--- src/rtl/keyproc_queue_pkg.sv ---
// Shared instruction codes and default parameters for the function-key front end.
package keyproc_pkg;

  localparam int CODE_W_DEF = 4;

  localparam logic [3:0] INSTR_NONE     = 4'd0;
  localparam logic [3:0] INSTR_NORTH    = 4'd1;
  localparam logic [3:0] INSTR_EAST     = 4'd2;
  localparam logic [3:0] INSTR_WEST     = 4'd3;
  localparam logic [3:0] INSTR_SOUTH    = 4'd4;
  localparam logic [3:0] INSTR_SCRAMBLE = 4'd5;

  // Slice i is the code for key i; key 0 is the scramble key and has no code.
  localparam logic [5*CODE_W_DEF-1:0] KEY_CODES_DEF =
    {INSTR_EAST, INSTR_WEST, INSTR_NORTH, INSTR_SOUTH, INSTR_NONE};

endpackage

--- src/rtl/keyproc_queue_if.sv ---
// Instruction queue handshake between the key processor and the tile/grid controller.
interface keyproc_queue_if #(
  parameter int CODE_W = 4
);
  logic              instr_valid;
  logic              instr_ready;
  logic [CODE_W-1:0] instruction;

  modport master (output instr_valid, output instruction, input instr_ready);
  modport slave  (input instr_valid, input instruction, output instr_ready);
endinterface

--- src/rtl/keyproc_queue_key_debounce.sv ---
// One key: 2-flop synchroniser, debounce counter, debounced level and one-cycle rise pulse.
module key_debounce #(
  parameter int DEBOUNCE_CYCLES = 16
) (
  input  logic clk,
  input  logic rst,
  input  logic key_raw,
  output logic level,
  output logic rise
);

  localparam int CW = $clog2(DEBOUNCE_CYCLES + 1);
  localparam logic [CW-1:0] CNT_LAST = CW'(DEBOUNCE_CYCLES - 1);

  logic [1:0]    sync_q, sync_d;
  logic [CW-1:0] cnt_q, cnt_d;
  logic          lvl_q, lvl_d;
  logic          rise_q, rise_d;

  always_comb begin
    sync_d = {sync_q[0], key_raw};
    cnt_d  = '0;
    lvl_d  = lvl_q;
    rise_d = 1'b0;
    if (sync_q[1] != lvl_q) begin
      // The sample that would bring the count to DEBOUNCE_CYCLES flips the state.
      if (cnt_q == CNT_LAST) begin
        lvl_d  = ~lvl_q;
        rise_d = ~lvl_q;
      end else begin
        cnt_d = cnt_q + 1'b1;
      end
    end
  end

  always_ff @(posedge clk or posedge rst) begin
    if (rst) begin
      sync_q <= '0;
      cnt_q  <= '0;
      lvl_q  <= 1'b0;
      rise_q <= 1'b0;
    end else begin
      sync_q <= sync_d;
      cnt_q  <= cnt_d;
      lvl_q  <= lvl_d;
      rise_q <= rise_d;
    end
  end

  assign level = lvl_q;
  assign rise  = rise_q;

endmodule

--- src/rtl/keyproc_queue.sv ---
// Key-command processor: debounced keys -> priority-encoded press/auto-repeat events -> instruction FIFO.
module keyproc_queue
  import keyproc_pkg::*;
#(
  parameter int NUM_KEYS        = 5,
  parameter int CODE_W          = CODE_W_DEF,
  parameter logic [NUM_KEYS*CODE_W-1:0] KEY_CODES = KEY_CODES_DEF,
  parameter int DEBOUNCE_CYCLES = 16,
  parameter int REPEAT_DELAY    = 5000000,
  parameter int REPEAT_PERIOD   = 1000000,
  parameter int FIFO_DEPTH      = 4
) (
  input  logic                        sysclk,
  input  logic                        reset,
  input  logic [NUM_KEYS-1:0]         keys,
  keyproc_queue_if.master             instr_if,
  output logic                        scramble,
  output logic                        overflow,
  output logic [$clog2(FIFO_DEPTH):0] fill
);

  localparam int AW = $clog2(FIFO_DEPTH);
  localparam int KW = $clog2(NUM_KEYS);
  localparam logic [AW:0] DEPTH = (AW+1)'(FIFO_DEPTH);

  logic [NUM_KEYS-1:0] lvl, rise;
  logic                unused_rise0;

  for (genvar g = 0; g < NUM_KEYS; g++) begin : g_key
    key_debounce #(.DEBOUNCE_CYCLES(DEBOUNCE_CYCLES)) u_deb (
      .clk    (sysclk),
      .rst    (reset),
      .key_raw(keys[g]),
      .level  (lvl[g]),
      .rise   (rise[g])
    );
  end
  assign unused_rise0 = rise[0];

  logic [KW-1:0]     trk_q, trk_d, win;
  logic              trk_vld_q, trk_vld_d, win_vld;
  logic              first_q, first_d;
  logic [31:0]       rpt_q, rpt_d, rpt_lim;
  logic              ev_q, ev_d;
  logic [CODE_W-1:0] ev_code_q, ev_code_d;
  logic              scr_q, scr_d, ovf_q, ovf_d;
  logic [CODE_W-1:0] mem_q [FIFO_DEPTH];
  logic [CODE_W-1:0] mem_d [FIFO_DEPTH];
  logic [AW-1:0]     wr_q, wr_d, rd_q, rd_d;
  logic [AW:0]       cnt_q, cnt_d;
  logic              push, pop;

  // Ascending scan: the highest rising key index is left in win.
  always_comb begin
    win     = '0;
    win_vld = 1'b0;
    for (int i = 1; i < NUM_KEYS; i++) begin
      if (rise[i]) begin
        win     = KW'(i);
        win_vld = 1'b1;
      end
    end
  end

  always_comb begin
    rpt_lim   = first_q ? 32'(REPEAT_DELAY) : 32'(REPEAT_PERIOD);
    trk_d     = trk_q;
    trk_vld_d = trk_vld_q;
    first_d   = first_q;
    rpt_d     = rpt_q;
    ev_d      = 1'b0;
    ev_code_d = ev_code_q;
    if (win_vld) begin
      trk_d     = win;
      trk_vld_d = 1'b1;
      first_d   = 1'b1;
      rpt_d     = '0;
      ev_d      = 1'b1;
      ev_code_d = KEY_CODES[int'(win)*CODE_W +: CODE_W];
    end else if (trk_vld_q && !lvl[trk_q]) begin
      trk_vld_d = 1'b0;
      rpt_d     = '0;
    end else if (trk_vld_q && REPEAT_PERIOD != 0) begin
      if (rpt_q == rpt_lim - 1) begin
        rpt_d     = '0;
        first_d   = 1'b0;
        ev_d      = 1'b1;
        ev_code_d = KEY_CODES[int'(trk_q)*CODE_W +: CODE_W];
      end else begin
        rpt_d = rpt_q + 1;
      end
    end
  end

  // A full queue still accepts a push when the head pops on the same edge.
  always_comb begin
    pop   = (cnt_q != '0) && instr_if.instr_ready;
    push  = ev_q && ((cnt_q != DEPTH) || pop);
    mem_d = mem_q;
    wr_d  = wr_q;
    rd_d  = rd_q;
    cnt_d = cnt_q;
    ovf_d = ovf_q | (ev_q & ~push);
    scr_d = lvl[0];
    if (push) begin
      mem_d[wr_q] = ev_code_q;
      wr_d        = wr_q + 1'b1;
    end
    if (pop) rd_d = rd_q + 1'b1;
    if (push && !pop) cnt_d = cnt_q + 1'b1;
    else if (pop && !push) cnt_d = cnt_q - 1'b1;
  end

  always_ff @(posedge sysclk or posedge reset) begin
    if (reset) begin
      trk_q     <= '0;
      trk_vld_q <= 1'b0;
      first_q   <= 1'b0;
      rpt_q     <= '0;
      ev_q      <= 1'b0;
      ev_code_q <= '0;
      scr_q     <= 1'b0;
      ovf_q     <= 1'b0;
      wr_q      <= '0;
      rd_q      <= '0;
      cnt_q     <= '0;
      for (int i = 0; i < FIFO_DEPTH; i++) mem_q[i] <= '0;
    end else begin
      trk_q     <= trk_d;
      trk_vld_q <= trk_vld_d;
      first_q   <= first_d;
      rpt_q     <= rpt_d;
      ev_q      <= ev_d;
      ev_code_q <= ev_code_d;
      scr_q     <= scr_d;
      ovf_q     <= ovf_d;
      wr_q      <= wr_d;
      rd_q      <= rd_d;
      cnt_q     <= cnt_d;
      mem_q     <= mem_d;
    end
  end

  assign instr_if.instr_valid = (cnt_q != '0);
  assign instr_if.instruction = (cnt_q != '0) ? mem_q[rd_q] : '0;
  assign scramble             = scr_q;
  assign overflow             = ovf_q;
  assign fill                 = cnt_q;

endmodule

--- src/flat_wrapper.sv ---
// flat-port wrapper written by rule: the top's interface ports become plain ports
module keyproc_queue_flat import keyproc_pkg::*;
#(
  parameter int NUM_KEYS        = 5,
  parameter int CODE_W          = CODE_W_DEF,
  parameter logic [NUM_KEYS*CODE_W-1:0] KEY_CODES = KEY_CODES_DEF,
  parameter int DEBOUNCE_CYCLES = 16,
  parameter int REPEAT_DELAY    = 5000000,
  parameter int REPEAT_PERIOD   = 1000000,
  parameter int FIFO_DEPTH      = 4
)
  (sysclk, reset, keys, scramble, overflow, fill, instr_if_instr_valid, instr_if_instruction, instr_if_instr_ready);
  keyproc_queue_if #(.CODE_W(CODE_W)) instr_if_i ();
  input  logic sysclk;
  input  logic reset;
  input  logic [NUM_KEYS-1:0] keys;
  output logic scramble;
  output logic overflow;
  output logic [$clog2(FIFO_DEPTH):0] fill;
  output wire logic [$bits(instr_if_i.instr_valid)-1:0] instr_if_instr_valid;
  output wire logic [$bits(instr_if_i.instruction)-1:0] instr_if_instruction;
  input wire logic [$bits(instr_if_i.instr_ready)-1:0] instr_if_instr_ready;
  assign instr_if_instr_valid = instr_if_i.instr_valid;
  assign instr_if_instruction = instr_if_i.instruction;
  assign instr_if_i.instr_ready = instr_if_instr_ready;
  keyproc_queue #(.NUM_KEYS(NUM_KEYS), .CODE_W(CODE_W), .KEY_CODES(KEY_CODES), .DEBOUNCE_CYCLES(DEBOUNCE_CYCLES), .REPEAT_DELAY(REPEAT_DELAY), .REPEAT_PERIOD(REPEAT_PERIOD), .FIFO_DEPTH(FIFO_DEPTH)) u_core (.sysclk(sysclk), .reset(reset), .keys(keys), .instr_if(instr_if_i), .scramble(scramble), .overflow(overflow), .fill(fill));
endmodule
--- config.mk ---
export PLATFORM = sky130hd
export DESIGN_NAME = keyproc_queue_flat
export DESIGN_NICKNAME = d
export VERILOG_FILES = /design/src/rtl/keyproc_queue_pkg.sv /design/src/rtl/keyproc_queue_if.sv /design/src/rtl/keyproc_queue_key_debounce.sv /design/src/rtl/keyproc_queue.sv /design/src/flat_wrapper.sv
export SDC_FILE = /design/constraint.sdc
export NUM_CORES = 1
export LEC_CHECK = 0
export ABC_AREA = 1
export CORE_UTILIZATION = 25
export CTS_BUF_LIST = sky130_fd_sc_hd__clkbuf_8 sky130_fd_sc_hd__clkbuf_16
export CTS_CLUSTER_SIZE = 25
export DETAILED_ROUTE_END_ITERATION = 12
export GPL_TIMING_DRIVEN = 1
export PLACE_DENSITY = 0.36
export SYNTH_ARGS = -nofsm -noshare
export SYNTH_HDL_FRONTEND = slang
export SYNTH_HIERARCHICAL = 1
export SYNTH_SLANG_ARGS = --single-unit
--- constraint.sdc ---
create_clock -name sysclk -period 2.85 [get_ports sysclk]
set_input_delay 0.57 -clock sysclk [delete_from_list [all_inputs] [get_ports sysclk]]
set_output_delay 0.57 -clock sysclk [all_outputs]
set_load 0.02 [all_outputs]
* After elaboration in Yosys (flattened, before gate mapping)
Index checks and enable logic that the tools add are counted.
Storage, ports and cells: output and inout port bits 10, input bits 8, bits in registers 111, word-level logic and storage cells 152
Cells by class: muxes and demuxes 56, equality and inequality tests 13, shifts and indexed selects 2, reduce and logical (&&, ||, !) cells 22, $lt $le $gt $ge 4, bitwise operators 10, add/subtract/negate cells 11
Operators by type and width (number):
- $mux 32 | 4
- $mux 5 | 10
- $shiftx 20x6->4 const A | 2
- $add 32x1->32 const B | 1
- $eq 32x32->1 | 1
- $mux 4 | 8
- $sub 32x1->32 const B | 1
- $add 5x1->5 const B | 5
- $eq 5x4->1 const B | 5
- $mux 1 | 24
- $mux 23 | 1
- $bwmux 16 | 1
- $mux 3 | 5
- $reduce_and 2->1 | 5
- $bmux 4 s2 | 1
- $demux 4 s2 | 1
- $reduce_bool 2->1 | 4
- $ge 3x3->1 const B | 2
- $logic_and 1x1->1 | 6
- $not 1->1 | 6
- $not 2->3 | 2
- $reduce_bool 3->1 | 2
- $ne 1x1->1 | 5
- $add 2x1->2 const B | 2
- 12 further kinds | 14

* Depth between registers and ports, before layout
Gate-level depths: netlist of the first run.
depth in word-level cells 8, mapped depth 12, depth with buffers taken out 12

* By module
Netlist of the first run, hierarchy kept.
By module, submodules not included:
- keyproc_queue | cells each 540, sequential area each 1551.5 um2, area each 3841.2 um2, times used 1
- key_debounce | cells each 39, sequential area each 225.2 um2, area each 359.1 um2, times used 5

* Worst setup path after synthesis of the first run
Ideal clock, no wire load.
path kind register to register, start point reg u_core.cnt_q[0] (netlist: u_core/fill[0]), end point reg u_core.cnt_q[1] (netlist: u_core/fill[1]), data required time 2725 ps, arrival 2162 ps, cell stages (with the launch flop) 11, path slack 563 ps, cells stage by stage dfrtp_1 nor2_1 nand2_1 nand2_1 nand3_1 nand2_1 inv_2 ha_1 inv_1 fa_1 mux2_2
On the way: elaborated cells on any way between the ends 14
RTL lines:
- from (decl) | RTL line keyproc_queue.sv:50 | logic [AW:0] cnt_q, cnt_d;
- from (signal assigned) | RTL line keyproc_queue.sv:139 | cnt_q <= cnt_d;
- $reduce_bool 3->1
- named net instr_if_instr_valid | RTL line flat_wrapper.sv:20 | output wire logic [$bits(instr_if_i.instr_valid)-1:0] instr_if_instr_valid;
- $logic_and 1x1->1 | RTL line keyproc_queue.sv:97 | pop = (cnt_q != '0) && instr_if.instr_ready;
- $logic_or 1x1->1 | RTL line keyproc_queue.sv:98 | push = ev_q && ((cnt_q != DEPTH) || pop);
- $logic_and 1x1->1 | RTL line keyproc_queue.sv:98
- named net u_core.push | RTL line keyproc_queue.sv:51 | logic push, pop;
- $logic_and 1x1->1 | RTL line keyproc_queue.sv:110 | if (push && !pop) cnt_d = cnt_q + 1'b1;
- $mux 3 | RTL line keyproc_queue.sv:110
- named net u_core.cnt_d[1] | RTL line keyproc_queue.sv:50
The timed path passes the listed nets, and every way through them passes these cells. The select of a mux whose other input is x is not followed. A chain may end at the register's enable or synchronous reset.

* Worst setup path in the final report of the first run
start point reg u_core.rd_q[0], end point out instr_if_instruction[0]
On the way: longest elaborated chain between the ends 5
Ends and longest elaborated chain:
- from (decl) | RTL line keyproc_queue.sv:49 | logic [AW-1:0] wr_q, wr_d, rd_q, rd_d;
- from (signal assigned) | RTL line keyproc_queue.sv:138 | rd_q <= rd_d;
- $not 2->3 (not written as such) | RTL line keyproc_queue.sv:145 | assign instr_if.instruction = (cnt_q != '0) ? mem_q[rd_q] : '0;
- $bmux 4 s2 | RTL line keyproc_queue.sv:145
- $mux 4 (not written as such) (2 in series) | RTL line keyproc_queue.sv:145
- $mux 4 | RTL line keyproc_queue.sv:145
- to (decl) | RTL line flat_wrapper.sv:21 | output wire logic [$bits(instr_if_i.instruction)-1:0] instr_if_instruction;
No other way between the ends. The select of a mux whose other input is x is not followed.

==> summary.txt, run 1 <==
Final layout
  – Share of post-route cells with drive strength above 1: 7.763%
  – Fillers: 2373
  – Area delta synth->final: 13.61%
  – Layout Nets: 775
  – # diodes: 0

Clock tree
  – Clock sinks: 106
  – Num CTS Buffers: 9
  – CTS resizes: 0
  – Root Driver: clkbuf_16
  – # Post-CTS Setup Buffers: 0
  – CTS HTree Levels: 3
  – CTS max path bufs: 2
  – # hold bufs at CTS: 0
  – Worst-path clk slew: 70 ps
  – CTS tree: yes
  – Clk Latency, worst-skew pair: 360 ps

Floorplanning
  – Die width: 151.8 µm
  – Height of the die: 151.8 µm
  – Die ar.: 23030 µm²
  – Core Region: 21890 µm²
  – Io pins: 18
  – Initial core utilization: 25.62%
  – Row cnt: 54

Critical path
  – CP arrival: 1890 ps
  – CP endpoint kind: output pin
  – Worst reg2reg path endpoint: u_core/fill[1]$_DFFE_PP0P_
  – Cells on worst reg2reg path: 10
  – R2R setup slack: 610 ps
  – CP Data Required Time: 2280 ps
  – Kind of critical path: reg -> out
  – Crit start category: register
  – CP Max Fanout: 8
  – FF-to-FF Start: u_core/fill[0]$_DFFE_PP0P_

Timing
  – Slew headroom: 59.57%
  – Hold Fails Final Rpt: 0
  – Clk_skew: 9.054 ps
  – Final worst-path cycle share: 86.21%
  – Tmin final: 2457 ps
  – TNS Setup: 0 ps
  – Fmax: 0.4070 GHz
  – Pins Over Slew Limit: 0
  – Final WS setup: 393.0 ps
  – Slew at the pin closest to its max-slew limit: 606.4 ps
  – # setup viols final: 0
  – RSZ-0062 raised after global routing: no

Hold path
  – Hold crit path type: reg -> reg
  – Hold Path Sink: u_core/g_key[1].u_deb/sync_q[1]$_DFF_PP0_
  – Hold Path Cell Cnt: 0
  – Hold path start: u_core/g_key[1].u_deb/sync_q[0]$_DFF_PP0_

Power and ir drop
  – Internal Dissipation: 2.375 mW
  – Clk pwr share: 36.4%
  – Seq pwr share: 49.5%
  – Logic pwr share: 14.0%
  – Max VDD drop: 260.1 µV
  – Tot Pwr: 3.315 mW
  – Net Sw Power: 0.9398 mW
  – Lkg Pwr: 2.982 nW
  – Switching power share of the total: 28.35%
  – Pwr dens: 520.3 nW/µm²

Synth
  – Yosys warns: 6
  – Synth Instances: 733
  – Netlist Area Pre-Place: 5608 µm²
  – Post-Syn Area per Cell: 7.651 µm²
  – Post-Syn Nets: 753

Global route
  – Initial antenna violation count: 0
  – GRT Total Usage: 12.48%
  – Vias in the first global route: 4447
  – Gr ovfl total: 0
  – First-pass GRT wire length: 22.18 mm
  – Pin count of the biggest net entering global routing: 44

Drt
  – Initial drt markers: 252
  – Via count: 4492
  – Average vias per placed instance: 4.319
  – First-pass DRT Iterations: 4
  – Drc violations: 0
  – WL final: 13.08 mm
  – Drt wl/cell: 12.57 µm
  – Antenna-violating nets left: 0

Run
  – Max-cap violation count: 0

Placement
  – RD Place Congestion: 0.7771
  – Hpwl dp: 9.469 mm
  – PortBufs: 16
  – Setup Slack @ Placement: 260.5 ps

Run status
  – Outcome: completed
per-layer routing:
layer / vias up / share of wire, % / track usage [%] / wire (µm)
met2: 44 / 46 / 20.39 / 6065
met5: - / 0 / 0 / 0
met3: 11 / 2.6 / 2.335 / 337
li1: 2330 / - / - / -
met1: 2107 / 50 / 16.73 / 6519
met4: 0 / 1.2 / 3.564 / 153
state kept, by name, indices dropped and copies added, names as in the netlist, 3 cells and up:
register                   count
u_core/trk_q                   3
u_core/g_key.u_deb/rise        4
u_core/g_key.u_deb/sync_q     10
u_core/ev_code_q               3
u_core/rpt_q                  32
u_core/g_key.u_deb/cnt_q      25
u_core/fill                    3
u_core/mem_q                  12
u_core/g_key.u_deb/level       5
power by group through the flow:
stage,sequential [mW],combinational [mW],clock (mW)
2_1_floorplan,1.67,0.285,0
3_3_place_gp,1.67,0.468,0
5_1_grt,1.65,0.536,1.33
3_5_place_dp,1.67,0.475,0
4_1_cts,1.64,0.477,1.28
6_report,1.64,0.465,1.21
how the worst max path moves through the flow:
stage / from / end / slack [ps] / cells after the start
2_1_floorplan: u_core/fill[0]$_DFFE_PP0P_ / u_core/fill[1]$_DFFE_PP0P_ / 560 / 10
3_3_place_gp: instr_if_instr_ready / u_core/fill[2]$_DFFE_PP0P_ / 260 / 11
3_5_place_dp: instr_if_instr_ready / u_core/fill[2]$_DFFE_PP0P_ / 260 / 11
4_1_cts: u_core/rd_q[0]$_DFFE_PP0P_ / instr_if_instruction[1] / 350 / 4
5_1_grt: u_core/rd_q[0]$_DFFE_PP0P_ / instr_if_instruction[1] / 240 / 4
6_report: u_core/rd_q[0]$_DFFE_PP0P_ / instr_if_instruction[0] / 390 / 4
worst max-delay path, cell delays in order, from the launching register on:
cell	delay, ps
dfrtp_1	470
inv_1	200
o21ai_0	110
a21oi_1	140
clkdlybuf4s50_1	610
layout by cell type, fill, tap and decap left out, types with 2 or more instances in the layout:
| cell | instances |
|---|---|
| nand3_1 | 45 |
| xnor2_1 | 7 |
| clkdlybuf4s50_1 | 16 |
| a21oi_1 | 5 |
| xor2_1 | 9 |
| ha_1 | 11 |
| nand2_1 | 220 |
| clkbuf_16 | 9 |
| o22ai_1 | 17 |
| dfrtp_1 | 106 |
| nor2_2 | 3 |
| nor2_8 | 2 |
| or2_2 | 4 |
| nor3_1 | 2 |
| nor2_1 | 110 |
| o21bai_1 | 3 |
| nand4_1 | 12 |
| o21ai_1 | 13 |
| nand3_2 | 9 |
| clkinvlp_4 | 2 |
| inv_2 | 5 |
| buf_4 | 3 |
| inv_1 | 98 |
| nor2_4 | 4 |
| nand2_2 | 10 |
| o21ai_0 | 25 |
stage by stage:
step	cell area (µm²)	cells	hold WS (ps)	utilization, %
floorplan	5608	733	331.2	-
global placement	6093	1024	332.6	27.83
detailed placement	6093	1024	334.7	27.83
CTS	6371	1040	352.9	29.10
global route	6371	1040	364.9	29.10
finish	6371	1040	351.0	29.10
cell type report:
class / instances / area (µm²) / area share (%)
clock inverter: 7 / 52.55 / 0.8248
multi-input combinational: 517 / 2525 / 39.63
tap: 280 / 350.3 / 5.499
sequential: 106 / 2653 / 41.63
timing repair buffer: 19 / 182.7 / 2.867
inverter: 102 / 382.9 / 6.009
clock buffer: 9 / 225.2 / 3.535
(Power assumes the default switching activity.)
==> inputs of run 2 (changes only) <==
SKIP_LAST_GASP = 1   (was default)
==> results of run 2 <==
No change in the layout: final DEF, timing and power equal those of run 1.
